--- src/rtl/synth_mem_pkg.sv ---
// rtl/synth_mem_pkg.sv - shared widths, requester ids and FSM states for patch_mem_arbiter
package synth_mem_pkg;
  localparam int BANK_W = 3;
  localparam int ADDR_W = 7;
  localparam int DATA_W = 8;
  localparam int N_REQ  = 3;

  localparam logic [1:0] REQ_SYX_LD   = 2'd0;
  localparam logic [1:0] REQ_SYX_DUMP = 2'd1;
  localparam logic [1:0] REQ_HOST     = 2'd2;

  typedef enum logic [1:0] {IDLE, ISSUE, RDWAIT, ACK} state_t;

  // Successor of a requester id in round-robin order (2 wraps to 0).
  function automatic logic [1:0] next_id(input logic [1:0] id);
    return (id == REQ_HOST) ? REQ_SYX_LD : id + 2'd1;
  endfunction
endpackage

--- src/rtl/rr_arbiter3.sv ---
// rtl/rr_arbiter3.sv - three-way round-robin grant with registered search pointer
module rr_arbiter3
  import synth_mem_pkg::*;
(
  input  logic             clk,
  input  logic             rst_n,
  input  logic [N_REQ-1:0] eligible,
  input  logic             grant_en,
  output logic             grant_valid,
  output logic [1:0]       grant_id
);
  logic [1:0] ptr;
  logic [1:0] cand;

  always_comb begin
    grant_valid = 1'b0;
    grant_id    = ptr;
    cand        = ptr;
    for (int k = 0; k < N_REQ; k++) begin
      if (!grant_valid && eligible[cand]) begin
        grant_valid = 1'b1;
        grant_id    = cand;
      end
      cand = next_id(cand);
    end
  end

  always_ff @(posedge clk or negedge rst_n) begin
    if (!rst_n) begin
      ptr <= REQ_SYX_LD;
    end else if (grant_en) begin
      ptr <= next_id(grant_id);
    end
  end
endmodule

--- src/rtl/patch_mem_arbiter.sv ---
// rtl/patch_mem_arbiter.sv - round-robin arbiter sharing the synth parameter register file
module patch_mem_arbiter
  import synth_mem_pkg::*;
#(
  parameter int RD_LAT     = 1,
  parameter int ADDR_LIMIT = 64
) (
  input  logic                    sys_clk,
  input  logic                    reset_reg_N,
  input  logic [N_REQ-1:0]        req,
  input  logic [N_REQ-1:0]        req_we,
  input  logic [N_REQ*BANK_W-1:0] req_bank,
  input  logic [N_REQ*ADDR_W-1:0] req_addr,
  input  logic [N_REQ*DATA_W-1:0] req_wdata,
  input  logic                    bulk_lock,
  output logic [N_REQ-1:0]        ack,
  output logic                    ack_err,
  output logic [DATA_W-1:0]       rdata,
  output logic [BANK_W-1:0]       mem_bank,
  output logic [ADDR_W-1:0]       mem_addr,
  output logic [DATA_W-1:0]       mem_wdata,
  output logic                    mem_we,
  output logic                    mem_re,
  input  logic [DATA_W-1:0]       mem_rdata
);
  state_t             state, state_nxt;
  logic [1:0]         gid_q;
  logic               we_q;
  logic [BANK_W-1:0]  bank_q;
  logic [ADDR_W-1:0]  addr_q;
  logic [DATA_W-1:0]  wdata_q;
  logic [DATA_W-1:0]  rdata_q;
  logic               err_q;
  logic [2:0]         cnt_q;
  logic [N_REQ-1:0]   eligible;
  logic               grant_valid;
  logic [1:0]         grant_id;
  logic               grant_en;
  logic               addr_bad;

  // The host port is held off during sysex bulk transfers; in-flight host work is unaffected.
  always_comb begin
    eligible               = '0;
    eligible[REQ_SYX_LD]   = req[REQ_SYX_LD];
    eligible[REQ_SYX_DUMP] = req[REQ_SYX_DUMP];
    eligible[REQ_HOST]     = req[REQ_HOST] & ~bulk_lock;
  end

  assign addr_bad = int'(addr_q) >= ADDR_LIMIT;

  rr_arbiter3 u_rr (
    .clk         (sys_clk),
    .rst_n       (reset_reg_N),
    .eligible    (eligible),
    .grant_en    (grant_en),
    .grant_valid (grant_valid),
    .grant_id    (grant_id)
  );

  always_comb begin
    state_nxt = state;
    grant_en  = 1'b0;
    mem_we    = 1'b0;
    mem_re    = 1'b0;
    case (state)
      IDLE: begin
        if (grant_valid) begin
          grant_en  = 1'b1;
          state_nxt = ISSUE;
        end
      end
      ISSUE: begin
        if (addr_bad) begin
          state_nxt = ACK;
        end else if (we_q) begin
          mem_we    = 1'b1;
          state_nxt = ACK;
        end else begin
          mem_re    = 1'b1;
          state_nxt = RDWAIT;
        end
      end
      RDWAIT: begin
        if (cnt_q == 3'd1) state_nxt = ACK;
      end
      ACK:     state_nxt = IDLE;
      default: state_nxt = IDLE;
    endcase
  end

  always_ff @(posedge sys_clk or negedge reset_reg_N) begin
    if (!reset_reg_N) begin
      state   <= IDLE;
      gid_q   <= '0;
      we_q    <= 1'b0;
      bank_q  <= '0;
      addr_q  <= '0;
      wdata_q <= '0;
      rdata_q <= '0;
      err_q   <= 1'b0;
      cnt_q   <= '0;
    end else begin
      state <= state_nxt;
      case (state)
        IDLE: begin
          if (grant_valid) begin
            gid_q   <= grant_id;
            we_q    <= req_we[grant_id];
            bank_q  <= req_bank[BANK_W*int'(grant_id) +: BANK_W];
            addr_q  <= req_addr[ADDR_W*int'(grant_id) +: ADDR_W];
            wdata_q <= req_wdata[DATA_W*int'(grant_id) +: DATA_W];
          end
        end
        ISSUE: begin
          err_q <= addr_bad;
          cnt_q <= 3'(RD_LAT);
          if (addr_bad) rdata_q <= '0;
        end
        RDWAIT: begin
          if (cnt_q == 3'd1) rdata_q <= mem_rdata;
          else               cnt_q   <= cnt_q - 3'd1;
        end
        default: ;
      endcase
    end
  end

  assign ack       = (state == ACK) ? (N_REQ'(1) << gid_q) : '0;
  assign ack_err   = (state == ACK) & err_q;
  assign rdata     = rdata_q;
  assign mem_bank  = bank_q;
  assign mem_addr  = addr_q;
  assign mem_wdata = wdata_q;
endmodule

--- config.mk ---
export PLATFORM = sky130hd
export DESIGN_NAME = patch_mem_arbiter
export DESIGN_NICKNAME = d
export VERILOG_FILES = /design/src/rtl/synth_mem_pkg.sv /design/src/rtl/rr_arbiter3.sv /design/src/rtl/patch_mem_arbiter.sv
export SDC_FILE = /design/constraint.sdc
export NUM_CORES = 1
export LEC_CHECK = 0
export ABC_CLOCK_PERIOD_IN_PS = 2500
export BUFFER_PORTS_ARGS = -buffer_cell sky130_fd_sc_hd__buf_4
export CAP_MARGIN = 0
export CELL_PAD_IN_SITES_DETAIL_PLACEMENT = 1
export CELL_PAD_IN_SITES_GLOBAL_PLACEMENT = 1
export CORE_MARGIN = 2
export CORE_UTILIZATION = 34
export DETAILED_ROUTE_END_ITERATION = 10
export PLACE_DENSITY_LB_ADDON = 0.1
export SYNTH_ARGS = -nofsm -noshare
export SYNTH_HDL_FRONTEND = slang
export SYNTH_HIERARCHICAL = 1
export SYNTH_SLANG_ARGS = --single-unit
--- constraint.sdc ---
create_clock -name sys_clk -period 2.5 [get_ports sys_clk]
set_input_delay 0.5 -clock sys_clk [delete_from_list [all_inputs] [get_ports sys_clk]]
set_output_delay 0.5 -clock sys_clk [all_outputs]
set_load 0.02 [all_outputs]
==> results of run 1 <==
## state kept, by name, summed over array words and instances (netlist names), 2 cells and up
register	count
state	2
mem_addr	7
u_rr/ptr	2
rdata	8
cnt_q	3
mem_wdata	8
gid_q	2
mem_bank	3
## final cells by class
class                      instances  share of cell area
inverter                          12              0.0138
clock buffer                       6              0.0222
sequential                        37               0.283
tap                               80              0.0306
multi-input combinational        179               0.378
timing repair buffer             110               0.260
clock inverter                     2              0.0119
## cells in the mapped netlist (4+ instances only)
library cell / count / area (um^2)
o21ai_0: 4 / 20.0
dfrtp_1: 37 / 926
nand2_1: 30 / 113
nor2_1: 21 / 78.8
or2_0: 10 / 62.6
nor2b_1: 9 / 56.3
or2_1: 7 / 43.8
clkbuf_1: 4 / 15.0
buf_4: 4 / 30.0
a31oi_1: 19 / 119
ha_1: 8 / 100
mux2_2: 4 / 45.0
inv_1: 12 / 45.0
buf_2: 6 / 30.0
mux2i_1: 31 / 310
## per-stage QoR
step / instance area (um^2) / total power, W
3_3_place_gp: 3160 / 0.00289
2_1_floorplan: 2330 / 0.00229
4_1_cts: 3270 / 0.00347
3_5_place_dp: 3160 / 0.00294
5_1_grt: 3270 / 0.00368
6_report: 3270 / 0.00341
## placed cells by master, fill, tap and decap left out, types with 2 or more instances in the layout
| master | netlist | layout |
|---|---|---|
| mux2i_1 | 31 | 31 |
| inv_1 | 12 | 12 |
| mux2_2 | 4 | 4 |
| and2_1 | 2 | 2 |
| ha_1 | 8 | 8 |
| nand2_1 | 30 | 30 |
| or2_1 | 7 | 7 |
| o21a_1 | 2 | 2 |
| a2bb2oi_1 | 2 | 2 |
| dfrtp_1 | 37 | 37 |
| or2_0 | 10 | 10 |
| buf_12 | 2 | 2 |
| a21oi_1 | 3 | 3 |
| nor2b_1 | 9 | 9 |
| nand2b_1 | 2 | 2 |
| a31oi_1 | 19 | 19 |
| buf_4 | 4 | 108 |
| o21ai_0 | 4 | 3 |
| and3b_1 | 3 | 3 |
| nor2_1 | 21 | 21 |
| nor3b_1 | 2 | 2 |
| and2b_1 | 3 | 3 |
| clkbuf_8 | 0 | 5 |
## logic make-up (layout without fill, tap and decap cells)
kind of cell             count (synthesis)  after routing  share of synthesized area
multiplexers                            35             35                      0.153
flip-flops                              37             37                      0.398
AND/OR/NAND/NOR                         96             96                      0.215
adder cells (fa/ha/maj)                  8              8                     0.0430
AO/OA/AOI/OAI                           40             40                      0.118
buffers and inverters                   29            130                     0.0736
## worst max-delay path: cells and delay by family
kind	cells	cell delay (ps)
and+or+nand+nor	4	920
AOI/OAI and AO/OA	3	660
buffers and inverters	2	280
## path summary, 6_finish.rpt
path	slack, ps	startpoint	to	depth (start not counted)
max in group asynchronous	1980	reset_reg_N	state[1]	1
min in group sys_clk	470	mem_rdata[0]	rdata[0]	3
worst min register to register	490	cnt_q[0]	cnt_q[0]	1
worst max-delay path	340	bulk_lock	mem_addr[3]	9
worst min-delay path	170	reset_reg_N	cnt_q[2]	1
worst max register to register	580	u_rr/ptr[0]	mem_bank[2]	7
## power by group through the flow
stage,clock (W),combinational [W],sequential [W]
3_3_place_gp,0,0.00185,0.00104
4_1_cts,0.000535,0.00189,0.00104
3_5_place_dp,0,0.00189,0.00105
5_1_grt,0.000555,0.00204,0.00108
2_1_floorplan,0,0.00109,0.00120
6_report,0.000513,0.00185,0.00104
## per-layer routing
| metal | GRT usage | vias to the layer above | routed length, um |
|---|---|---|---|
| met5 | 0 | - | 0 |
| met4 | 0.0426 | 0 | 46 |
| met3 | 0.0495 | 2 | 351 |
| met2 | 0.306 | 58 | 3250 |
| met1 | 0.196 | 1002 | 2500 |
| li1 | - | 1029 | - |
==> reports/qor.csv, run 1 <==
metric,value,unit
status,completed,
synth_seq_cells,37,
cts_tree,yes,
drt_iter0_markers,38,
synthesis.nets,324,
antenna_found_initial,0,
crit_path_max_fanout,18,
skew,11.2,ps
n_fill_cell,807,
pre_cts_ws,1.51,ps
post-dp-hpwl,4740,um
setup_ws,343,ps
syn2layout_area_growth,40.4,%
path_cells,buf_4 > nor2b_1 > nor2_1 > a2bb2oi_1 > o22ai_1 > nor2b_2 > buf_12 > nand2_1 > a31oi_1,
synth_edf_count,0,
synthArstFlopShare,1.00,
p_sw,0.00138,W
clkTransAtPathRegs,80,ps
slew_headroom,0.621,
fin_nets,424,
cts_setup_buffers,0,
cts-root-buf,clkbuf_8,
cp.required,2710,ps
num_io_pins,103,
critPathMaxStageDelay,450,ps
yosys_warnings,6,
finalCriticalPeriod,2160,ps
seq_area,926,um^2
leakage,1.55,nW
placementRows,30,
multi_input_area,1230,um^2
power_frac_clock,0.151,
die_h,86.8,um
fin_crit_sh,0.863,
antenna_left,0,
grt.total_usage,0.170,
cts.sinks,37,
numCtsBuffers,5,
finish.utilization,0.486,
htree_num_levels,2,
max_freq,464,MHz
postCtsHoldBufs,0,
grt_overflow_total,0,
synth-main-ff-cell,dfrtp_1,
firstDrtPassIters,3,
wl_per_cell,14.4,um
grt_pass1_vias,2193,
finalHoldViolCount,0,
rsz0062_at_grt,false,
fin_setup_tns,0,ps
fin_hold_ws,173,ps
cts_max_path_buffers,2,
die_x,86.8,um
totalWireLength,6150,um
worst_slew_pin_slew,567,ps
vias,2091,
drive_gt1_frac,0.364,
syn_inst,245,
critical_path.endpoint_type,flop,
min_path_type,primary input to async pin,
p_int,0.00203,W
grt_pass1_wl,10100,um
vias_per_cell,4.91,
die_area,7530,um^2
critPathSlowestCell,nor2b_1,
power_density,1040,nW/um^2
startpoint_type,primary input,
path_class,primary input to flop,
setup_viol,0,
seq_power_share,0.305,
synth_cell_types,42,
grt_max_degree,38,
p_sw_frac,0.405,
antenna_cells,0,
worstPathArrival,2360,ps
coreArea,6720,um^2
synth-seq-area-share,0.398,
cts_resized,0,
gp_congestion,0.755,
port_buffers,102,
initial_core_util,0.347,
maxSlewViolCount,0,
vdd.ir_drop.worst,0.325,mV
drv_cap,0,
insertion_delay,280,ps
combPwrFrac,0.544,
netlist_area,2330,um^2
layout.cells.non_filler,426,
dp_cells,418,
avgSynthCellArea,9.50,um^2
drcViolationCount,0,
No activity file was read; power rests on OpenSTA's default activity.
==> run 2, diff against run 1 <==
- RECOVER_POWER: default -> 100
==> run 2 against run 1 <==
Net effect:
- register-to-register slack lost 230 ps
- the flow now finishes with violations (max-capacitance violations, max-slew violations)
- flip-flop and latch count is the same
- non-clock buffer count is the same
- total power shrank 6.3%
- worst setup slack lost 24 ps
- final cell count is the same
- first-iteration DRC count grew 2.6%
- highest routed layer unchanged
- critical path depth is the same
==> reports/qor.csv, run 2 (same netlist as run 1, synthesis figures left out) <==
metric,value,unit,change
fin_nets,424,,unchanged
cts_setup_buffers,0,,unchanged
whs_path_depth,3,,
cts_max_path_buffers,2,,unchanged
rr_startpoint,u_rr/ptr[0],,unchanged
die_h,86.8,um,unchanged
final_area,3110,um^2,was 3270 um^2
grt_pass1_vias,2193,,unchanged
drive_gt1_frac,0.263,,was 0.364
antenna_left,0,,unchanged
post-dp-hpwl,4740,um,unchanged
antenna_cells,0,,unchanged
cts_tree,yes,,unchanged
multi_input_area,1220,um^2,was 1230 um^2
grt_max_degree,38,,unchanged
vias_per_cell,4.89,,was 4.91
clkTransAtPathRegs,80,ps,about the same
r2r_cells,7,,unchanged
post_dp_cell_area,3160,um^2,unchanged
final_cell_mix,"71 x buf_4, 37 x dfrtp_1, 34 x clkbuf_1, 31 x mux2i_1, 30 x nand2_1",,"was 108 x buf_4, 37 x dfrtp_1, 31 x mux2i_1, 30 x nand2_1, 21 x nor2_1"
insertion_delay,280,ps,about the same
placementRows,30,,unchanged
finalCriticalPeriod,2180,ps,was 2160 ps
antenna_found_initial,0,,unchanged
power_density,1030,nW/um^2,was 1040 nW/um^2
skew,11.6,ps,was 11.2 ps
vias,2085,,"was 2,091"
rsz0062_at_grt,false,,unchanged
port_buffers,102,,unchanged
status,"complete, but fails checks",,was completed
critical_path.endpoint_type,flop,,unchanged
syn2layout_area_growth,33.5,%,was 40.4%
gp_congestion,0.755,,unchanged
fin_hold_ws,469,ps,was 173 ps
p_sw_frac,0.427,,was 0.405
die_x,86.8,um,unchanged
finalHoldViolCount,0,,unchanged
cp.required,2710,ps,about the same
p_int,0.00183,W,was 0.00203 W
slew_headroom,-0.329,,was 0.621
cts.sinks,37,,unchanged
grt.total_usage,0.170,,unchanged
pre_cts_ws,1.51,ps,unchanged
htree_num_levels,2,,unchanged
leakage,1.42,nW,was 1.55 nW
path_class,primary input to flop,,unchanged
coreArea,6720,um^2,unchanged
startpoint_type,primary input,,unchanged
worstPathArrival,2390,ps,was 2360 ps
final_common_cell,buf_4,,unchanged
fin_setup_tns,0,ps,unchanged
power_frac_clock,0.161,,was 0.151
n_fill_cell,813,,was 807
combPwrFrac,0.515,,was 0.544
crit_path_max_fanout,13,,was 18
drt_iter0_markers,39,,was 38
totalWireLength,6140,um,was 6150 um
numCtsBuffers,5,,unchanged
worst_slew_pin_slew,1990,ps,was 567 ps
max_freq,459,MHz,was 464 MHz
min_path_type,primary input to flop,,was primary input to async pin
maxSlewViolCount,38,,was 0
die_area,7530,um^2,unchanged
cts_resized,0,,unchanged
fin_crit_sh,0.872,,was 0.863
seq_power_share,0.324,,was 0.305
hp-start,mem_rdata[0],,
postCtsHoldBufs,0,,unchanged
firstDrtPassIters,4,,was 3
drcViolationCount,0,,unchanged
holdPathEnd,rdata[0],,
violations,"max-capacitance violations, max-slew violations",,
setup_ws,319,ps,was 343 ps
finish.utilization,0.463,,was 0.486
seq_area,926,um^2,unchanged
wl_per_cell,14.4,um,about the same
drv_cap,1,,was 0
num_io_pins,103,,unchanged
r2r_end,mem_bank[2],,unchanged
cts-root-buf,clkbuf_8,,unchanged
r2r_slack,350,ps,was 580 ps
initial_core_util,0.347,,unchanged
vdd.ir_drop.worst,0.316,mV,was 0.325 mV
grt_overflow_total,0,,unchanged
setup_viol,0,,unchanged
p_sw,0.00136,W,was 0.00138 W
grt_pass1_wl,10100,um,unchanged
[run 2: how the worst max path moves through the flow]
stage                         start            to  slack, ps  cells after the start
after floorplan              req[2]   u_rr/ptr[0]        190                     10
after global placement    bulk_lock   mem_addr[6]        170                      9
after detailed placement  bulk_lock  mem_wdata[0]          2                      9
after CTS                 bulk_lock  mem_wdata[0]        320                      9
after global routing      bulk_lock  mem_wdata[1]         80                      9
final                     bulk_lock  mem_wdata[0]        320                      9
[run 2: area by class of cell]
cell class / instances / area share
flip-flops and latches: 37 / 0.298
clock inverters: 2 / 0.0125
inverters: 12 / 0.0145
clock buffers: 6 / 0.0233
multi-input cells: 179 / 0.393
well taps: 80 / 0.0322
repair buffers: 110 / 0.227
[run 2: layer usage]
metal	global-route usage	wire length, um
met1	0.196	2530
met5	0	0
met4	0.0426	46
met2	0.306	3230
met3	0.0495	328
[run 2: power groups by stage]
stage | clock, W | combinational, W | sequential, W
floorplan | 0 | 0.00109 | 0.00120
global placement | 0 | 0.00185 | 0.00104
detailed placement | 0 | 0.00189 | 0.00105
CTS | 0.000535 | 0.00189 | 0.00104
global route | 0.000555 | 0.00182 | 0.00108
finish | 0.000514 | 0.00164 | 0.00103
[run 2: worst max-delay path: stages]
cell and delay (ps):
clkbuf_4 110, nor2b_1 450, a21oi_1 130, o21ai_0 150, o21ai_1 200, buf_2 310
mux2i_1 160, or2_0 210, a31oi_1 170
[run 2: through the flow]
step                      power, W  std cells
final                      0.00319        426
after global routing       0.00346        426
after CTS                  0.00347        426
after detailed placement   0.00294        418
after global placement     0.00289        418
after floorplan            0.00229        245
==> run 3, diff against run 2 <==
- ABC_AREA: default -> 1
- CORE_UTILIZATION: 34 -> 33
==> run 3 against run 2 <==
Net effect:
- the run still ends with max-capacitance violations, max-slew violations left
- synthesized cell count grew 53%
- clock skew is 5.3 ps lower
- total power grew 44%
- clock-buffer cell count did not move
- wire length grew 21%
- combinational power up 83%
- clock power rose by 5.8%
- critical path type is now flop to flop
- highest routed layer unchanged
==> reports/qor.csv, run 3 <==
metric,value,unit,change
status,"complete, but fails checks",,unchanged
violations,"max-capacitance violations, max-slew violations",,unchanged
synthArstFlopShare,1.00,,unchanged
critical_path.endpoint_type,flop,,unchanged
fin_crit_sh,0.884,,was 0.872
power_density,1350,nW/um^2,was 1030 nW/um^2
skew,6.30,ps,was 11.6 ps
crit_path_max_fanout,20,,was 13
worst_slew_pin_slew,2090,ps,was 1990 ps
htree_num_levels,2,,unchanged
setup_viol,0,,unchanged
antenna_found_initial,0,,unchanged
syn2layout_area_growth,33.1,%,was 33.5%
rsz0062_at_grt,false,,unchanged
grt.busiest_layer,met2,,unchanged
coreArea,7650,um^2,was 6720 um^2
synth-main-ff-cell,dfrtp_1,,unchanged
synth_top_cell_by_area,dfrtp_1,,unchanged
grt.met3_usage,0.0279,,was 0.0495
finalHoldViolCount,0,,unchanged
yosys_warnings,6,,unchanged
clkTransAtPathRegs,80,ps,about the same
grt_overflow_total,0,,unchanged
die_h,92.3,um,was 86.8 um
post-dp-hpwl,5800,um,was 4740 um
synth_area_leaders,"dfrtp_1 36%, nand2_1 26%, inv_1 7.3%",,"was dfrtp_1 40%, mux2i_1 13%, a31oi_1 5.1%"
cts_tree,yes,,unchanged
drcViolationCount,0,,unchanged
netlist_area,2570,um^2,was 2330 um^2
finalCriticalPeriod,2210,ps,was 2180 ps
grt_max_degree,38,,unchanged
wl_per_cell,12.7,um,was 14.4 um
yosysTopAreaCellShare,0.360,,was 0.398
setup_ws,289,ps,was 319 ps
startpoint_type,flop,,was primary input
final_cell_mix,"180 x nand2_1, 77 x buf_4, 51 x inv_1, 37 x dfrtp_1, 34 x nand3_1",,"was 71 x buf_4, 37 x dfrtp_1, 34 x clkbuf_1, 31 x mux2i_1, 30 x nand2_1"
cts-root-buf,clkbuf_8,,unchanged
max_freq,452,MHz,was 459 MHz
numCtsBuffers,5,,unchanged
slew_headroom,-0.391,,was -0.329
drt_iter0_markers,73,,was 39
synth.most_common_cell,nand2_1,,was dfrtp_1
cp.required,2730,ps,was 2710 ps
pre_cts_ws,238,ps,was 1.51 ps
synth_edf_count,0,,unchanged
die_area,8510,um^2,was 7530 um^2
vdd.ir_drop.worst,0.428,mV,was 0.316 mV
vias_per_cell,4.45,,was 4.89
antenna_left,0,,unchanged
placementRows,32,,was 30
maxSlewViolCount,38,,unchanged
final_common_cell,nand2_1,,was buf_4
path_class,flop to flop,,was primary input to flop
synthesis.nets,455,,was 324
grt.total_usage,0.186,,was 0.170
die_x,92.3,um,was 86.8 um
initial_core_util,0.336,,was 0.347
synth-seq-area-share,0.360,,was 0.398
postCtsHoldBufs,0,,unchanged
firstDrtPassIters,4,,unchanged
cts_resized,0,,unchanged
vias,2604,,"was 2,085"
fin_setup_tns,0,ps,unchanged
grt_use_met2,0.336,,was 0.306
r2r_slack,290,ps,was 350 ps
final_area,3420,um^2,was 3110 um^2
fin_nets,561,,was 424
worstPathArrival,2440,ps,was 2390 ps
syn_inst,376,,was 245
gp_congestion,0.806,,was 0.755
totalWireLength,7420,um,was 6140 um
antenna_cells,0,,unchanged
drv_cap,1,,unchanged
drive_gt1_frac,0.236,,was 0.263
min_path_type,flop to flop,,was primary input to flop
insertion_delay,280,ps,about the same
leakage,1.97,nW,was 1.42 nW
cts_max_path_buffers,2,,unchanged
synth_cell_types,29,,was 42
synth_commonest_cells,"178 x nand2_1, 50 x inv_1, 37 x dfrtp_1",,"was 37 x dfrtp_1, 31 x mux2i_1, 30 x nand2_1"
grt_pass1_vias,2743,,"was 2,193"
grt_pass1_wl,12700,um,"was 10,100 um"
port_buffers,102,,unchanged
post_dp_cell_area,3450,um^2,was 3160 um^2
avgSynthCellArea,6.84,um^2,was 9.50 um^2
use_met1,0.232,,was 0.196
cts_setup_buffers,0,,unchanged
cts.sinks,37,,unchanged
num_io_pins,103,,unchanged
synth_seq_cells,37,,unchanged
-- run 3: cells by family after synthesis --
group | Yosys count | synth area share
AO/OA/AOI/OAI | 12 | 0.0351
adder cells (fa/ha/maj) | 8 | 0.0389
buffers and inverters | 66 | 0.119
flip-flops | 37 | 0.360
multiplexers | 1 | 0.00438
AND/OR/NAND/NOR | 252 | 0.442
-- run 3: final cells by class --
type / instances / area, um^2
Tap cell: 102 / 128
Inverter: 53 / 204
Clock buffer: 6 / 82.6
Sequential cell: 37 / 926
Multi-Input combinational cell: 273 / 1330
Clock inverter: 2 / 37.5
Fill cell: 1047 / 4230
Timing Repair Buffer: 112 / 714
-- run 3: routing by layer --
layer	part of all wire	vias to the layer above
met5	0	-
met1	0.45	1198
met2	0.51	54
li1	-	1350
met4	0.0047	0
met3	0.037	2
-- run 3: worst paths after layout --
kind                              from            to  depth (start not counted)
setup / recovery           u_rr/ptr[1]  mem_wdata[3]                         13
hold / removal                rdata[5]      rdata[5]                          2
setup reg to reg           u_rr/ptr[1]  mem_wdata[3]                         13
hold reg to reg               rdata[5]      rdata[5]                          2
max in group asynchronous  reset_reg_N   mem_addr[6]                          1
min in group asynchronous  reset_reg_N      cnt_q[2]                          1
-- run 3: critical path: stages (launching register included) --
cell	delay (ps)
dfrtp_1	470
inv_1	160
nand2_2	140
nor2_4	60
a21oi_2	160
nand3_1	120
nand3_2	100
nand2_2	90
inv_2	100
clkbuf_2	410
nand3_1	150
nand2_1	90
nand2_1	50
nand2_1	60
-- run 3: metrics by stage --
stage / hold slack (ps) / std cells / power [W] / utilization
after floorplan: 204 / 376 / 0.00335 / -
after global placement: 457 / 577 / 0.00425 / 0.451
after detailed placement: 464 / 577 / 0.00435 / 0.451
after CTS: 192 / 585 / 0.00492 / 0.467
after global routing: 506 / 585 / 0.00512 / 0.447
final: 478 / 585 / 0.00460 / 0.447
-- run 3: where the power goes --
part / switching (W) / internal (W) / leakage, nW
combinational: 0.00198 / 0.00102 / 1.44
clock: 0.000219 / 0.000325 / 0.0574
sequential: 0.000196 / 0.000857 / 0.472
total: 0.00240 / 0.00220 / 1.97
